$ cat src/rtl/timer_prescaler_if.sv
// Timer prescaler control/status bundle. There is no valid/ready handshake:
// every signal is a level sampled on each rising sysClock edge.
interface timer_prescaler_if #(
    parameter int N_CH = 2
);
    logic [3*N_CH-1:0] cs;
    logic [N_CH-1:0]   ext_pin;
    logic              psr;
    logic [N_CH-1:0]   tick;
    logic [9:0]        presc_count;

    modport master (
        output cs,
        output ext_pin,
        output psr,
        input  tick,
        input  presc_count
    );

    modport slave (
        input  cs,
        input  ext_pin,
        input  psr,
        output tick,
        output presc_count
    );
endinterface

$ cat src/rtl/timer_prescaler.sv
// Shared 10-bit timer prescaler producing one-cycle clock-enable ticks per channel,
// selectable from stop, clk, clk/8/64/256/1024 or a synchronized external pin edge.
module timer_prescaler #(
    parameter int N_CH        = 2,
    parameter int SYNC_STAGES = 2
) (
    input logic               sysClock,
    input logic               rst_n,
    timer_prescaler_if.slave  bus
);
    localparam logic [2:0] CS_STOP  = 3'b000;
    localparam logic [2:0] CS_CLK   = 3'b001;
    localparam logic [2:0] CS_DIV8  = 3'b010;
    localparam logic [2:0] CS_DIV64 = 3'b011;
    localparam logic [2:0] CS_DIV256  = 3'b100;
    localparam logic [2:0] CS_DIV1024 = 3'b101;
    localparam logic [2:0] CS_FALL  = 3'b110;
    localparam logic [2:0] CS_RISE  = 3'b111;

    logic [9:0]      cnt_q;
    logic [N_CH-1:0] tick_d;
    logic [N_CH-1:0] tick_q;
    logic            t8;
    logic            t64;
    logic            t256;
    logic            t1024;

    always_ff @(posedge sysClock or negedge rst_n) begin
        if (!rst_n) begin
            cnt_q <= '0;
        end else if (bus.psr) begin
            cnt_q <= '0;
        end else begin
            cnt_q <= cnt_q + 10'd1;
        end
    end

    // Taps fire on the last count of each period; psr blanks them so a restart
    // always yields a full first period.
    assign t8    = !bus.psr && (cnt_q[2:0] == 3'd7);
    assign t64   = !bus.psr && (cnt_q[5:0] == 6'd63);
    assign t256  = !bus.psr && (cnt_q[7:0] == 8'd255);
    assign t1024 = !bus.psr && (cnt_q == 10'd1023);

    for (genvar i = 0; i < N_CH; i++) begin : g_ch
        logic [SYNC_STAGES-1:0] sync_q;
        logic                   prev_q;
        logic                   s;
        logic                   rise;
        logic                   fall;
        logic                   sel;

        always_ff @(posedge sysClock or negedge rst_n) begin
            if (!rst_n) begin
                sync_q <= '0;
                prev_q <= 1'b0;
            end else begin
                sync_q <= {sync_q[SYNC_STAGES-2:0], bus.ext_pin[i]};
                prev_q <= s;
            end
        end

        assign s    = sync_q[SYNC_STAGES-1];
        assign rise = s & ~prev_q;
        assign fall = ~s & prev_q;

        always_comb begin
            sel = 1'b0;
            case (bus.cs[3*i +: 3])
                CS_STOP:    sel = 1'b0;
                CS_CLK:     sel = 1'b1;
                CS_DIV8:    sel = t8;
                CS_DIV64:   sel = t64;
                CS_DIV256:  sel = t256;
                CS_DIV1024: sel = t1024;
                CS_FALL:    sel = fall;
                CS_RISE:    sel = rise;
            endcase
        end

        assign tick_d[i] = sel;
    end

    always_ff @(posedge sysClock or negedge rst_n) begin
        if (!rst_n) begin
            tick_q <= '0;
        end else begin
            tick_q <= tick_d;
        end
    end

    assign bus.tick        = tick_q;
    assign bus.presc_count = cnt_q;
endmodule

$ cat src/flat_wrapper.sv
// flat-port wrapper written by rule: the top's interface ports become plain ports
module timer_prescaler_flat 
#(
    parameter int N_CH        = 2,
    parameter int SYNC_STAGES = 2
)
  (sysClock, rst_n, bus_cs, bus_ext_pin, bus_psr, bus_tick, bus_presc_count);
  timer_prescaler_if #(.N_CH(N_CH)) bus_i ();
  input logic sysClock;
  input logic rst_n;
  input wire logic [$bits(bus_i.cs)-1:0] bus_cs;
  input wire logic [$bits(bus_i.ext_pin)-1:0] bus_ext_pin;
  input wire logic [$bits(bus_i.psr)-1:0] bus_psr;
  output wire logic [$bits(bus_i.tick)-1:0] bus_tick;
  output wire logic [$bits(bus_i.presc_count)-1:0] bus_presc_count;
  assign bus_i.cs = bus_cs;
  assign bus_i.ext_pin = bus_ext_pin;
  assign bus_i.psr = bus_psr;
  assign bus_tick = bus_i.tick;
  assign bus_presc_count = bus_i.presc_count;
  timer_prescaler #(.N_CH(N_CH), .SYNC_STAGES(SYNC_STAGES)) u_core (.sysClock(sysClock), .rst_n(rst_n), .bus(bus_i));
endmodule
$ cat config.mk
export PLATFORM = sky130hd
export DESIGN_NAME = timer_prescaler_flat
export DESIGN_NICKNAME = d
export VERILOG_FILES = /design/src/rtl/timer_prescaler_if.sv /design/src/rtl/timer_prescaler.sv /design/src/flat_wrapper.sv
export SDC_FILE = /design/constraint.sdc
export NUM_CORES = 1
export LEC_CHECK = 0
export CAP_MARGIN = 25
export CORE_MARGIN = 5
export CORE_UTILIZATION = 41
export DETAILED_ROUTE_END_ITERATION = 7
export PLACE_DENSITY = 0.73
export SLEW_MARGIN = 20
export SYNTH_ARGS = -nofsm -noshare
export SYNTH_HDL_FRONTEND = slang
export SYNTH_SLANG_ARGS = --single-unit
$ cat constraint.sdc
create_clock -name sysClock -period 1.55 [get_ports sysClock]
set_input_delay 0.31 -clock sysClock [delete_from_list [all_inputs] [get_ports sysClock]]
set_output_delay 0.31 -clock sysClock [all_outputs]
set_load 0.05 [all_outputs]
==> Yosys cells after proc, flatten, opt, wreduce, memory -nomap -nowiden <==
Index checks and enable logic that the tools add are counted.
{ "op_classes": {"add_sub_neg": 1, "n_eq_ne": 18, "muxes": 3, "bitwise": 8, "reduce_logical": 7} }
{ "ops": {"columns": ["op", "count"], "rows": [
  ["3-bit equality test, second input constant", 9],
  ["1-bit one-hot mux with 8 select lines", 2],
  ["3-bit by 2-bit equality test with 1-bit output, second input constant", 4],
  ["10-bit by 1-bit adder with 10-bit output, second input constant", 1],
  ["10-bit equality test, second input constant", 1],
  ["10-bit two-way mux", 1],
  ["8-bit equality test, second input constant", 1],
  ["3-bit by 1-bit equality test with 1-bit output, second input constant", 2],
  ["6-bit equality test, second input constant", 1],
  ["3-bit zero test", 2],
  ["1-bit bitwise AND", 4],
  ["1-bit logical AND", 4],
  ["1-bit NOT", 4],
  ["1-bit zero test", 1]
]} }
{ "totals": {"regBits": 18, "wordCells": 43} }

==> Logic depth before layout (Yosys ltp) <==
Gate-level depths: netlist of run 1.
{ "depth": {"ltp_word": 3, "mapped_depth": 6, "ltp_nobuf": 6} }

==> Least setup slack after synthesis of run 1 <==
OpenSTA, ideal clock, no wires.
{ "synth_timing": {"path_type": "register to register", "start": "register u_core.cnt_q[0], in the netlist u_core.bus.presc_count[0]", "end": "register u_core.tick_q[1], in the netlist u_core.bus.tick[1]", "setup_ps": 82, "arrival_ps": 1843, "required_ps": 1468, "path_slack_ps": -376, "path_stages_with_launch": 7, "n_path_buf": 0, "cell_sequence": "dfrtp_1 ha_1 ha_1 or3b_2 a21oi_1 a31oi_1 o22ai_1"} }
{ "synth_via": {"elab_chain_len": 3} }
{ "synth_rtl": {"columns": ["element", "line_no", "text"], "rows": [
  ["start: declaration", "timer_prescaler.sv:20", "logic [9:0] cnt_q;"],
  ["start signal: assignment", "timer_prescaler.sv:34", "cnt_q <= cnt_q + 10'd1;"],
  ["10-bit equality test, or another cell as far along", "timer_prescaler.sv:43", "assign t1024 = !bus.psr && (cnt_q == 10'd1023);"],
  ["1-bit logical AND, on equally long branches", null, null],
  ["1-bit one-hot mux with 8 select lines (*)", "timer_prescaler.sv:69", "case (bus.cs[3*i +: 3])"],
  ["via u_core.g_ch[1].sel", "timer_prescaler.sv:51", "logic sel;"],
  ["end signal: assignment", "timer_prescaler.sv:88", "tick_q <= tick_d;"],
  ["end: declaration", "timer_prescaler.sv:22", "logic [N_CH-1:0] tick_q;"]
]} }
The timed path passes the listed nets; every way through them passes the cells marked *.

==> Worst setup path after layout of run 1 <==
{ "layout_timing": {"start": "input bus_psr", "end": "register u_core.tick_q[0], in the netlist u_core.bus.tick[0]"} }
{ "layout_via": {"elab_chain_len": 3} }
{ "layout_rtl": {"columns": ["element", "line_no", "text"], "rows": [
  ["start: declaration", "flat_wrapper.sv:13", "input wire logic [$bits(bus_i.psr)-1:0] bus_psr;"],
  ["1-bit zero test (*)", null, null],
  ["1-bit logical AND, on equally long branches", null, null],
  ["1-bit one-hot mux with 8 select lines (*)", "timer_prescaler.sv:69", null],
  ["via u_core.g_ch[0].sel", "timer_prescaler.sv:51", null]
]} }
Marks and branches as above.

==> impl_metrics.env, run 1 <==
export IMPL_relSlewSlack_pct=75.6
export IMPL_synth_top_family_by_area="simple AND/OR/NAND/NOR gates"
export IMPL_pwr_density_cell_nw_per_um2=688
export IMPL_fin_crit_sh_pct=101
export IMPL_maxSlewViolCount=0
export IMPL_yosys_cell_types_count=30
export IMPL_synth_compound_area_share_pct=10.9
export IMPL_cts_sinks=18
export IMPL_ioPinCount=23
export IMPL_first_global_vias=800
export IMPL_crit_path_cell_trace="clkdlybuf4s50_1 -> buf_4 -> nor4_1 -> o221ai_1 -> o21ai_1"
export IMPL_grt_usage_pct=16.0
export IMPL_min_path_type="in -> async"
export IMPL_async_flop_share_pct=100
export IMPL_finalSetupViolations=1
export IMPL_cts_inserted_buffers=3
export IMPL_grt_first_pass_wirelength_um=3330
export IMPL_crit_path_max_incr_delay_ns=0.53
export IMPL_io_buffers=22
export IMPL_ir_worst_vdd_mv=0.499
export IMPL_power_total_uw=917
export IMPL_use_met2_pct=27.7
export IMPL_muxShareOfSynthArea_pct=0
export IMPL_drtIter0Drc=5
export IMPL_use_met3_pct=3.00
export IMPL_gr_total_overflow=0
export IMPL_dieArea_um2=2970
export IMPL_clockPowerShare_pct=26.6
export IMPL_cpLargestDelayFamily="buffers and inverters"
export IMPL_ys_seq_area_share_pct=55.4
export IMPL_antenna_left=0
export IMPL_routed_wl_um=2160
export IMPL_nets=125
export IMPL_drc=0
export IMPL_drv_cap=0
export IMPL_wl_per_cell_um=15.6
export IMPL_insertedDiodeCount=0
export IMPL_leakage_nw=0.548
export IMPL_synth_main_ff_cell="dfrtp_1"
export IMPL_layout_setup_ws_ns=-0.00826
export IMPL_syn_nets=86
export IMPL_fin_skew_ns=0.00840
export IMPL_gp_congestion=0.686
export IMPL_clkTransAtPathRegs_ns=0.10
export IMPL_intPower_uw=672
export IMPL_start_util_pct=42.3
export IMPL_worst_slew_pin_slew_ns=0.363
export IMPL_required_ns=1.77
export IMPL_core_area_um2=1920
export IMPL_post_drt_via_cell_ratio=5.33
export IMPL_antenna_found_initial=0
export IMPL_die_h_um=54.5
export IMPL_combPwrFrac_pct=18.5
export IMPL_synth_xor_area_share_pct=5.38
export IMPL_synth_edf_count=0
export IMPL_rsz0062_at_grt="yes"
export IMPL_path_class="in -> reg"
export IMPL_clkLatencyLatePin_ns=0.30
export IMPL_p_seq_share_pct=54.9
export IMPL_yosys_register_bits=18
export IMPL_dp_final_hpwl_um=1600
export IMPL_fmax_mhz=642
export IMPL_start_kind="primary input"
export IMPL_synthSimpleGateAreaFrac_pct=23.8
export IMPL_critPathArrivalTime_ns=1.78
export IMPL_final_setup_tns_ns=-0.00826
export IMPL_syn_area_um2=813
export IMPL_p_sw_share_pct=26.7
export IMPL_ys_warn_count=0
export IMPL_cts_tree="done"
export IMPL_end_kind="flop"
export IMPL_worst_path_buf_inv=2
export IMPL_syn_inst=73
export IMPL_die_w_um=54.5
export IMPL_grt_max_degree=19
export IMPL_slowest_stage="clkdlybuf4s50_1"
export IMPL_violations="negative setup slack"
export IMPL_synthAdderAreaFrac_pct=3.08
export IMPL_area_growth_pct=63.8
export IMPL_status="complete, but fails checks"
export IMPL_first_pass_iters=4
export IMPL_grt_use_met1_pct=16.6
export IMPL_num_rows=16
export IMPL_syn_avg_cell_area_um2=11.1
export IMPL_crit_fanout=6
export IMPL_cts_max_path_buffers=2
export IMPL_p_switching_uw=245
export IMPL_cts_max_level=1
export IMPL_vias=736
export IMPL_drive_above_1_share_pct=37.8
export IMPL_cts_root_buf="clkbuf_4"
export IMPL_hold_viol=0
export IMPL_top_usage_layer="met2"
export IMPL_fin_crit_ns=1.56
==> cell usage in the layout (no fill, tap or decap), types with 2 or more instances in the layout <==
| master | n |
|---|---|
| xor2_1 | 5 |
| nand3b_1 | 3 |
| or3_2 | 2 |
| buf_4 | 15 |
| inv_1 | 2 |
| nor2_1 | 6 |
| dfrtp_2 | 6 |
| clkdlybuf4s50_1 | 10 |
| nand4_1 | 2 |
| ha_4 | 2 |
| dfrtp_1 | 12 |
| nor3b_1 | 2 |
| buf_12 | 10 |
| a21oi_1 | 4 |
| nor2b_1 | 2 |
| o21ai_0 | 3 |
| clkbuf_4 | 3 |
| nand2_1 | 4 |
==> power groups by stage <==
stage | logic [mW] | registers, mW | clock network (mW)
finish | 0.170 | 0.503 | 0.244
global route | 0.181 | 0.506 | 0.272
CTS | 0.170 | 0.503 | 0.259
detailed placement | 0.169 | 0.513 | 0
global placement | 0.165 | 0.511 | 0
floorplan | 0.0300 | 0.547 | 0
==> cells in the mapped netlist (2+ instances only) <==
master	count	area, um^2
xor2_1	5	43.8
or3_2	2	15.0
nor3b_1	2	15.0
nor2_1	6	22.5
dfrtp_1	18	450
nand2_1	4	15.0
ha_1	2	25.0
nor4_1	2	12.5
inv_1	2	7.51
a21oi_1	4	20.0
nand3b_1	3	22.5
o21ai_0	3	15.0
nor2b_1	2	12.5
nand4_1	2	12.5
==> logic make-up (layout without fill, tap and decap cells) <==
group	Yosys count	after routing
and+or+nand+nor	31	31
xor gates and xnor gates	5	5
adders and majority gates	2	2
DFF	18	18
buffers and inverters	3	41
AOI/OAI and AO/OA	14	14
==> state kept, by name, summed over array words and instances (netlist names) <==
register,flops
u_core.bus.presc_count,10
u_core.bus.tick,2
u_core.g_ch.prev_q,2
u_core.g_ch.sync_q,4
==> worst register-to-register path: stages, from the launching register on <==
cell and delay [ns]:
dfrtp_2 0.40, ha_4 0.16, ha_4 0.13, or3b_4 0.36, a21oi_1 0.12, a31oi_1 0.06, o22ai_1 0.17
==> layer usage <==
layer	vias up	part of all wire, %	wire length [um]
met5	-	0	0
met4	0	2.9	63
met3	7	3.9	84
met2	24	54	1160
met1	360	40	852
li1	345	-	-
==> final cells by class <==
class / count / area (um^2)
timing repair buffer: 35 / 413
multi-input combinational: 52 / 394
fill: 165 / 589
inverter: 2 / 7.51
tap: 27 / 33.8
clock buffer: 4 / 26.3
sequential: 18 / 458
==> path summary, 6_finish.rpt <==
| kind | slack (ns) | end | from | cells after the start |
|---|---|---|---|---|
| worst max register to register | 0.04 | u_core.bus.tick[1]$_DFF_PN0_ | u_core.bus.presc_count[1]$_DFF_PN0_ | 6 |
| worst max-delay path | -0.008 | u_core.bus.tick[0]$_DFF_PN0_ | bus_psr | 5 |
| worst min register to register | 0.36 | u_core.g_ch[0].sync_q[1]$_DFF_PN0_ | u_core.g_ch[0].sync_q[0]$_DFF_PN0_ | 0 |
| worst min-delay path | 0.33 | u_core.g_ch[1].prev_q$_DFF_PN0_ | rst_n | 2 |
| min in group sysClock | 0.36 | u_core.g_ch[0].sync_q[1]$_DFF_PN0_ | u_core.g_ch[0].sync_q[0]$_DFF_PN0_ | 0 |
| max in group asynchronous | 1.00 | u_core.bus.presc_count[3]$_DFF_PN0_ | rst_n | 2 |
==> metrics by stage <==
stage	instance area, um^2	setup WS [ns]	cells	hold slack, ns	utilization (%)
floorplan	848	-0.0191	73	0.0144	-
global route	1330	-0.0912	138	0.348	69.3
detailed placement	1270	-0.104	131	0.339	66.0
global placement	1270	-0.0263	131	0.333	66.0
finish	1330	-0.00826	138	0.329	69.3
CTS	1290	0.0355	135	0.323	67.4
==> what timing repair did <==
item                                   4_1_cts  5_1_grt
setup endpoints to repair                    0        2
endpoints found under the hold margin        0        0
gates resized for setup                      0        2
setup buffers                                0        3
hold buffers                                 0        0
No activity file was read; power rests on OpenSTA's default activity.
==> inputs of run 2 (changes only) <==
- MAX_ROUTING_LAYER: not set -> met4
==> impl_metrics.env, run 2 (same netlist as run 1, synthesis figures left out) <==
export IMPL_die_h_um=54.5
export IMPL_required_ns=1.78
export IMPL_path_class="in -> reg"
export IMPL_crit_fanout=6
export IMPL_r2r_setup_slack_ns=0.04
export IMPL_power_total_uw=919
export IMPL_drive_above_1_share_pct=37.8
export IMPL_p_switching_uw=247
export IMPL_leakage_nw=0.548
export IMPL_instances_no_fill=138
export IMPL_pwr_density_cell_nw_per_um2=690
export IMPL_multi_input_area_um2=394
export IMPL_start_util_pct=42.3
export IMPL_nFillCells=166
export IMPL_ioPinCount=23
export IMPL_drv_cap=0
export IMPL_maxSlewViolCount=0
export IMPL_start_kind="primary input"
export IMPL_grt_first_pass_wirelength_um=3340
export IMPL_worst_slew_pin_slew_ns=0.360
export IMPL_clockPowerShare_pct=26.7
export IMPL_wl_per_cell_um=15.7
export IMPL_crit_path_max_incr_delay_ns=0.53
export IMPL_relSlewSlack_pct=75.8
export IMPL_combPwrFrac_pct=18.5
export IMPL_min_path_type="in -> async"
export IMPL_clkTransAtPathRegs_ns=0.10
export IMPL_status="complete, but fails checks"
export IMPL_p_sw_share_pct=26.9
export IMPL_cts_hold_buf=0
export IMPL_slowest_stage="clkdlybuf4s50_1"
export IMPL_first_pass_iters=4
export IMPL_gr_total_overflow=0
export IMPL_cts_tree="done"
export IMPL_final_cell_mix="buf_4, dfrtp_1, clkdlybuf4s50_1, buf_12"
export IMPL_end_kind="flop"
export IMPL_dp_cells=131
export IMPL_vias=746
export IMPL_ir_worst_vdd_mv=0.494
export IMPL_violations="negative setup slack"
export IMPL_fin_crit_ns=1.56
export IMPL_seq_area_um2=458
export IMPL_cts_max_path_buffers=2
export IMPL_grt_usage_pct=16.5
export IMPL_gp_congestion=0.693
export IMPL_layout_setup_ws_ns=-0.0118
export IMPL_drc=0
export IMPL_first_global_vias=793
export IMPL_antenna_left=0
export IMPL_io_buffers=22
export IMPL_routed_wl_um=2170
export IMPL_critPathArrivalTime_ns=1.79
export IMPL_dieArea_um2=2970
export IMPL_post_drt_via_cell_ratio=5.41
export IMPL_dp_final_hpwl_um=1600
export IMPL_use_met2_pct=27.3
export IMPL_antenna_found_initial=0
export IMPL_grt_max_degree=19
export IMPL_intPower_uw=672
export IMPL_hold_viol=0
export IMPL_finalSetupViolations=1
export IMPL_insertedDiodeCount=0
export IMPL_use_met3_pct=3.00
export IMPL_largest_reg_flops=10
export IMPL_cts_inserted_buffers=3
export IMPL_core_area_um2=1920
export IMPL_fin_skew_ns=0.00451
export IMPL_cts_sinks=18
export IMPL_fin_crit_sh_pct=101
export IMPL_grt_use_met1_pct=17.1
export IMPL_p_seq_share_pct=54.7
export IMPL_cts_max_level=1
export IMPL_top_usage_layer="met2"
export IMPL_num_rows=16
export IMPL_fmax_mhz=640
export IMPL_drtIter0Drc=6
export IMPL_crit_path_cell_trace="clkdlybuf4s50_1 -> buf_4 -> nor4_1 -> o221ai_1 -> o21ai_1"
export IMPL_cts_root_buf="clkbuf_4"
export IMPL_layout_commonest_cell="buf_4"
export IMPL_clkLatencyLatePin_ns=0.30
export IMPL_nets=125
export IMPL_area_growth_pct=63.8
export IMPL_die_w_um=54.5
[run 2: path summary, 6_finish.rpt]
path	start	end	cells past startpoint
worst max-delay path	bus_psr	u_core.bus.tick[0]$_DFF_PN0_	5
worst min-delay path	rst_n	u_core.g_ch[1].prev_q$_DFF_PN0_	2
worst max register to register	u_core.bus.presc_count[1]$_DFF_PN0_	u_core.bus.tick[1]$_DFF_PN0_	6
worst min register to register	u_core.g_ch[1].sync_q[0]$_DFF_PN0_	u_core.g_ch[1].sync_q[1]$_DFF_PN0_	0
max in group asynchronous	rst_n	u_core.bus.presc_count[2]$_DFF_PN0_	2
min in group sysClock	u_core.g_ch[1].sync_q[0]$_DFF_PN0_	u_core.g_ch[1].sync_q[1]$_DFF_PN0_	0
[run 2: critical path: cells and delay by family]
family / cells / cell delay (ns)
buf+inv: 2 / 0.76
simple gates: 1 / 0.38
compound gates: 2 / 0.34
[run 2: metrics by stage]
step / instance area (um^2) / TNS (ns) / utilization (%) / hold slack (ns) / worst slack [ns]
2_1_floorplan: 848 / -0.0235 / - / 0.0144 / -0.0191
3_3_place_gp: 1270 / -0.0500 / 66.0 / 0.333 / -0.0263
3_5_place_dp: 1270 / -0.196 / 66.0 / 0.339 / -0.104
4_1_cts: 1290 / 0 / 67.4 / 0.323 / 0.0355
5_1_grt: 1330 / -0.0809 / 69.3 / 0.347 / -0.0809
6_report: 1330 / -0.0118 / 69.3 / 0.332 / -0.0118
[run 2: cell type report]
type	instances	share of cell area, %
timing repair buffer	35	31.0
clock buffer	4	1.97
inverter	2	0.563
tap	27	2.54
multi-input combinational	52	29.6
sequential	18	34.4
[run 2: power groups by stage]
stage	clock network (mW)	registers, mW	logic (mW)
CTS	0.259	0.503	0.170
global route	0.272	0.506	0.181
detailed placement	0	0.513	0.169
floorplan	0	0.547	0.0300
finish	0.246	0.503	0.170
global placement	0	0.511	0.165
[run 2: routing by layer]
layer	vias to the layer above	wire [um]
met1	365	849
met4	0	78
met3	9	90
li1	346	-
met2	26	1150
met5	-	0
[run 2: repair_timing]
item | in CTS | in global routing
gates resized for setup | 0 | 2
endpoints found under the setup margin | 0 | 2
setup buffers | 0 | 3
==> inputs of run 3 (changes only) <==
- CELL_PAD_IN_SITES_DETAIL_PLACEMENT: not set -> 1
- CELL_PAD_IN_SITES_GLOBAL_PLACEMENT: not set -> 1
- CORE_MARGIN: 5 -> 2
- CORE_UTILIZATION: 41 -> 31
- PLACE_DENSITY: 0.73 -> 0.72
==> impl_metrics.env, run 3 (same netlist as run 1, synthesis figures left out) <==
export IMPL_status="completed"
export IMPL_insertedDiodeCount=0
export IMPL_intPower_uw=715
export IMPL_nets=123
export IMPL_power_total_uw=970
export IMPL_crit_fanout=6
export IMPL_pwr_density_cell_nw_per_um2=727
export IMPL_first_global_vias=794
export IMPL_vias=717
export IMPL_nFillCells=274
export IMPL_layout_setup_ws_ns=0.0603
export IMPL_wl_per_cell_um=15.7
export IMPL_clkLatencyLatePin_ns=0.30
export IMPL_worstReg2RegEnd="u_core.bus.presc_count[8]$_DFF_PN0_"
export IMPL_drtIter0Drc=10
export IMPL_cts_max_level=1
export IMPL_gr_total_overflow=0
export IMPL_start_kind="flop"
export IMPL_critPathArrivalTime_ns=1.71
export IMPL_worstRegToRegCells=4
export IMPL_dieArea_um2=3050
export IMPL_drc=0
export IMPL_first_pass_iters=2
export IMPL_clkTransAtPathRegs_ns=0.11
export IMPL_cts_root_buf="clkbuf_4"
export IMPL_fin_crit_sh_pct=96.1
export IMPL_largest_reg_flops=10
export IMPL_antenna_found_initial=0
export IMPL_cts_sinks=18
export IMPL_fin_crit_ns=1.49
export IMPL_routed_wl_um=2180
export IMPL_relSlewSlack_pct=81.0
export IMPL_grt_max_degree=19
export IMPL_finalSetupViolations=0
export IMPL_combPwrFrac_pct=17.6
export IMPL_start_util_pct=32.8
export IMPL_p_sw_share_pct=26.2
export IMPL_leakage_nw=0.546
export IMPL_rsz0062_at_grt="yes"
export IMPL_die_h_um=55.2
export IMPL_core_area_um2=2480
export IMPL_final_cell_mix="buf_4, dfrtp_1, clkdlybuf4s50_1, buf_12"
export IMPL_maxSlewViolCount=0
export IMPL_gp_congestion=0.761
export IMPL_clockPowerShare_pct=30.6
export IMPL_p_seq_share_pct=51.8
export IMPL_grt_usage_pct=16.1
export IMPL_ir_worst_vdd_mv=0.553
export IMPL_cts_hold_buf=0
export IMPL_drive_above_1_share_pct=38.5
export IMPL_layout_commonest_cell="buf_4"
export IMPL_ioPinCount=23
export IMPL_fin_skew_ns=0.00742
export IMPL_required_ns=1.77
export IMPL_die_w_um=55.2
export IMPL_worst_slew_pin_slew_ns=0.281
export IMPL_min_path_type="in -> async"
export IMPL_cts_max_path_buffers=2
export IMPL_cts_inserted_buffers=3
export IMPL_critPathCapture="u_core.bus.presc_count[8]$_DFF_PN0_"
export IMPL_drv_cap=0
export IMPL_cts_tree="done"
export IMPL_hold_viol=0
export IMPL_num_rows=18
export IMPL_io_buffers=22
export IMPL_fmax_mhz=671
export IMPL_r2r_setup_slack_ns=0.06
export IMPL_dp_final_hpwl_um=1640
export IMPL_p_switching_uw=255
export IMPL_area_growth_pct=64.2
export IMPL_crit_start="u_core.bus.presc_count[4]$_DFF_PN0_"
export IMPL_dp_slack_ns=-0.0980
export IMPL_path_class="reg -> reg"
export IMPL_end_kind="flop"
export IMPL_grt_first_pass_wirelength_um=3780
export IMPL_post_drt_via_cell_ratio=5.16
export IMPL_antenna_left=0
export IMPL_reg2reg_from="u_core.bus.presc_count[4]$_DFF_PN0_"
## run 3: per-layer routing
metal,global-route usage (%),vias up,share of wire [%]
met4,7.32,0,1.8
met1,18.8,360,41
met5,-,-,0
met3,3.51,4,3.9
li1,-,337,-
met2,26.5,16,53
## run 3: power groups by stage
| stage | registers, mW | logic [mW] | clock network, mW |
|---|---|---|---|
| floorplan | 0.547 | 0.0300 | 0 |
| CTS | 0.503 | 0.172 | 0.311 |
| finish | 0.503 | 0.170 | 0.297 |
| detailed placement | 0.512 | 0.171 | 0 |
| global placement | 0.511 | 0.166 | 0 |
| global route | 0.506 | 0.184 | 0.338 |
## run 3: worst min-delay path by stage
stage / slack (ns) / endpoint / start
final: 0.33 / u_core.g_ch[0].prev_q$_DFF_PN0_ / rst_n
after global routing: 0.33 / u_core.g_ch[0].prev_q$_DFF_PN0_ / rst_n
after CTS: 0.34 / u_core.g_ch[0].prev_q$_DFF_PN0_ / rst_n
after detailed placement: 0.34 / u_core.g_ch[1].sync_q[1]$_DFF_PN0_ / u_core.g_ch[1].sync_q[0]$_DFF_PN0_
after global placement: 0.33 / u_core.g_ch[1].sync_q[1]$_DFF_PN0_ / u_core.g_ch[1].sync_q[0]$_DFF_PN0_
after floorplan: 0.01 / u_core.bus.presc_count[0]$_DFF_PN0_ / rst_n
## run 3: cell type report
class	count	area (um^2)	area share [%]
Timing Repair Buffer	33	398	29.8
Sequential cell	18	458	34.3
Multi-Input combinational cell	52	398	29.8
Clock buffer	4	36.3	2.72
Tap cell	30	37.5	2.81
Inverter	2	7.51	0.562
## run 3: critical path, stage by stage (launching register included)
cell and delay, ns:
dfrtp_2 0.46, nand4_1 0.19, buf_4 0.21, or3_2 0.40, a21oi_1 0.17
## run 3: timing repair
item                       4_1_cts  5_1_grt
setup endpoints to repair        0        2
gates resized for setup          0        3
buffers inserted                 0        0
## run 3: through the flow
| stage | utilization, % | setup TNS [ns] | hold slack (ns) | cells | area (um^2) |
|---|---|---|---|---|---|
| after floorplan | - | -0.0235 | 0.0144 | 73 | 848 |
| after global placement | 51.7 | -0.0560 | 0.334 | 135 | 1280 |
| after detailed placement | 51.7 | -0.175 | 0.336 | 135 | 1280 |
| after CTS | 53.1 | 0 | 0.339 | 139 | 1320 |
| after global routing | 53.9 | -0.0499 | 0.334 | 139 | 1340 |
| final | 53.9 | 0 | 0.330 | 139 | 1340 |
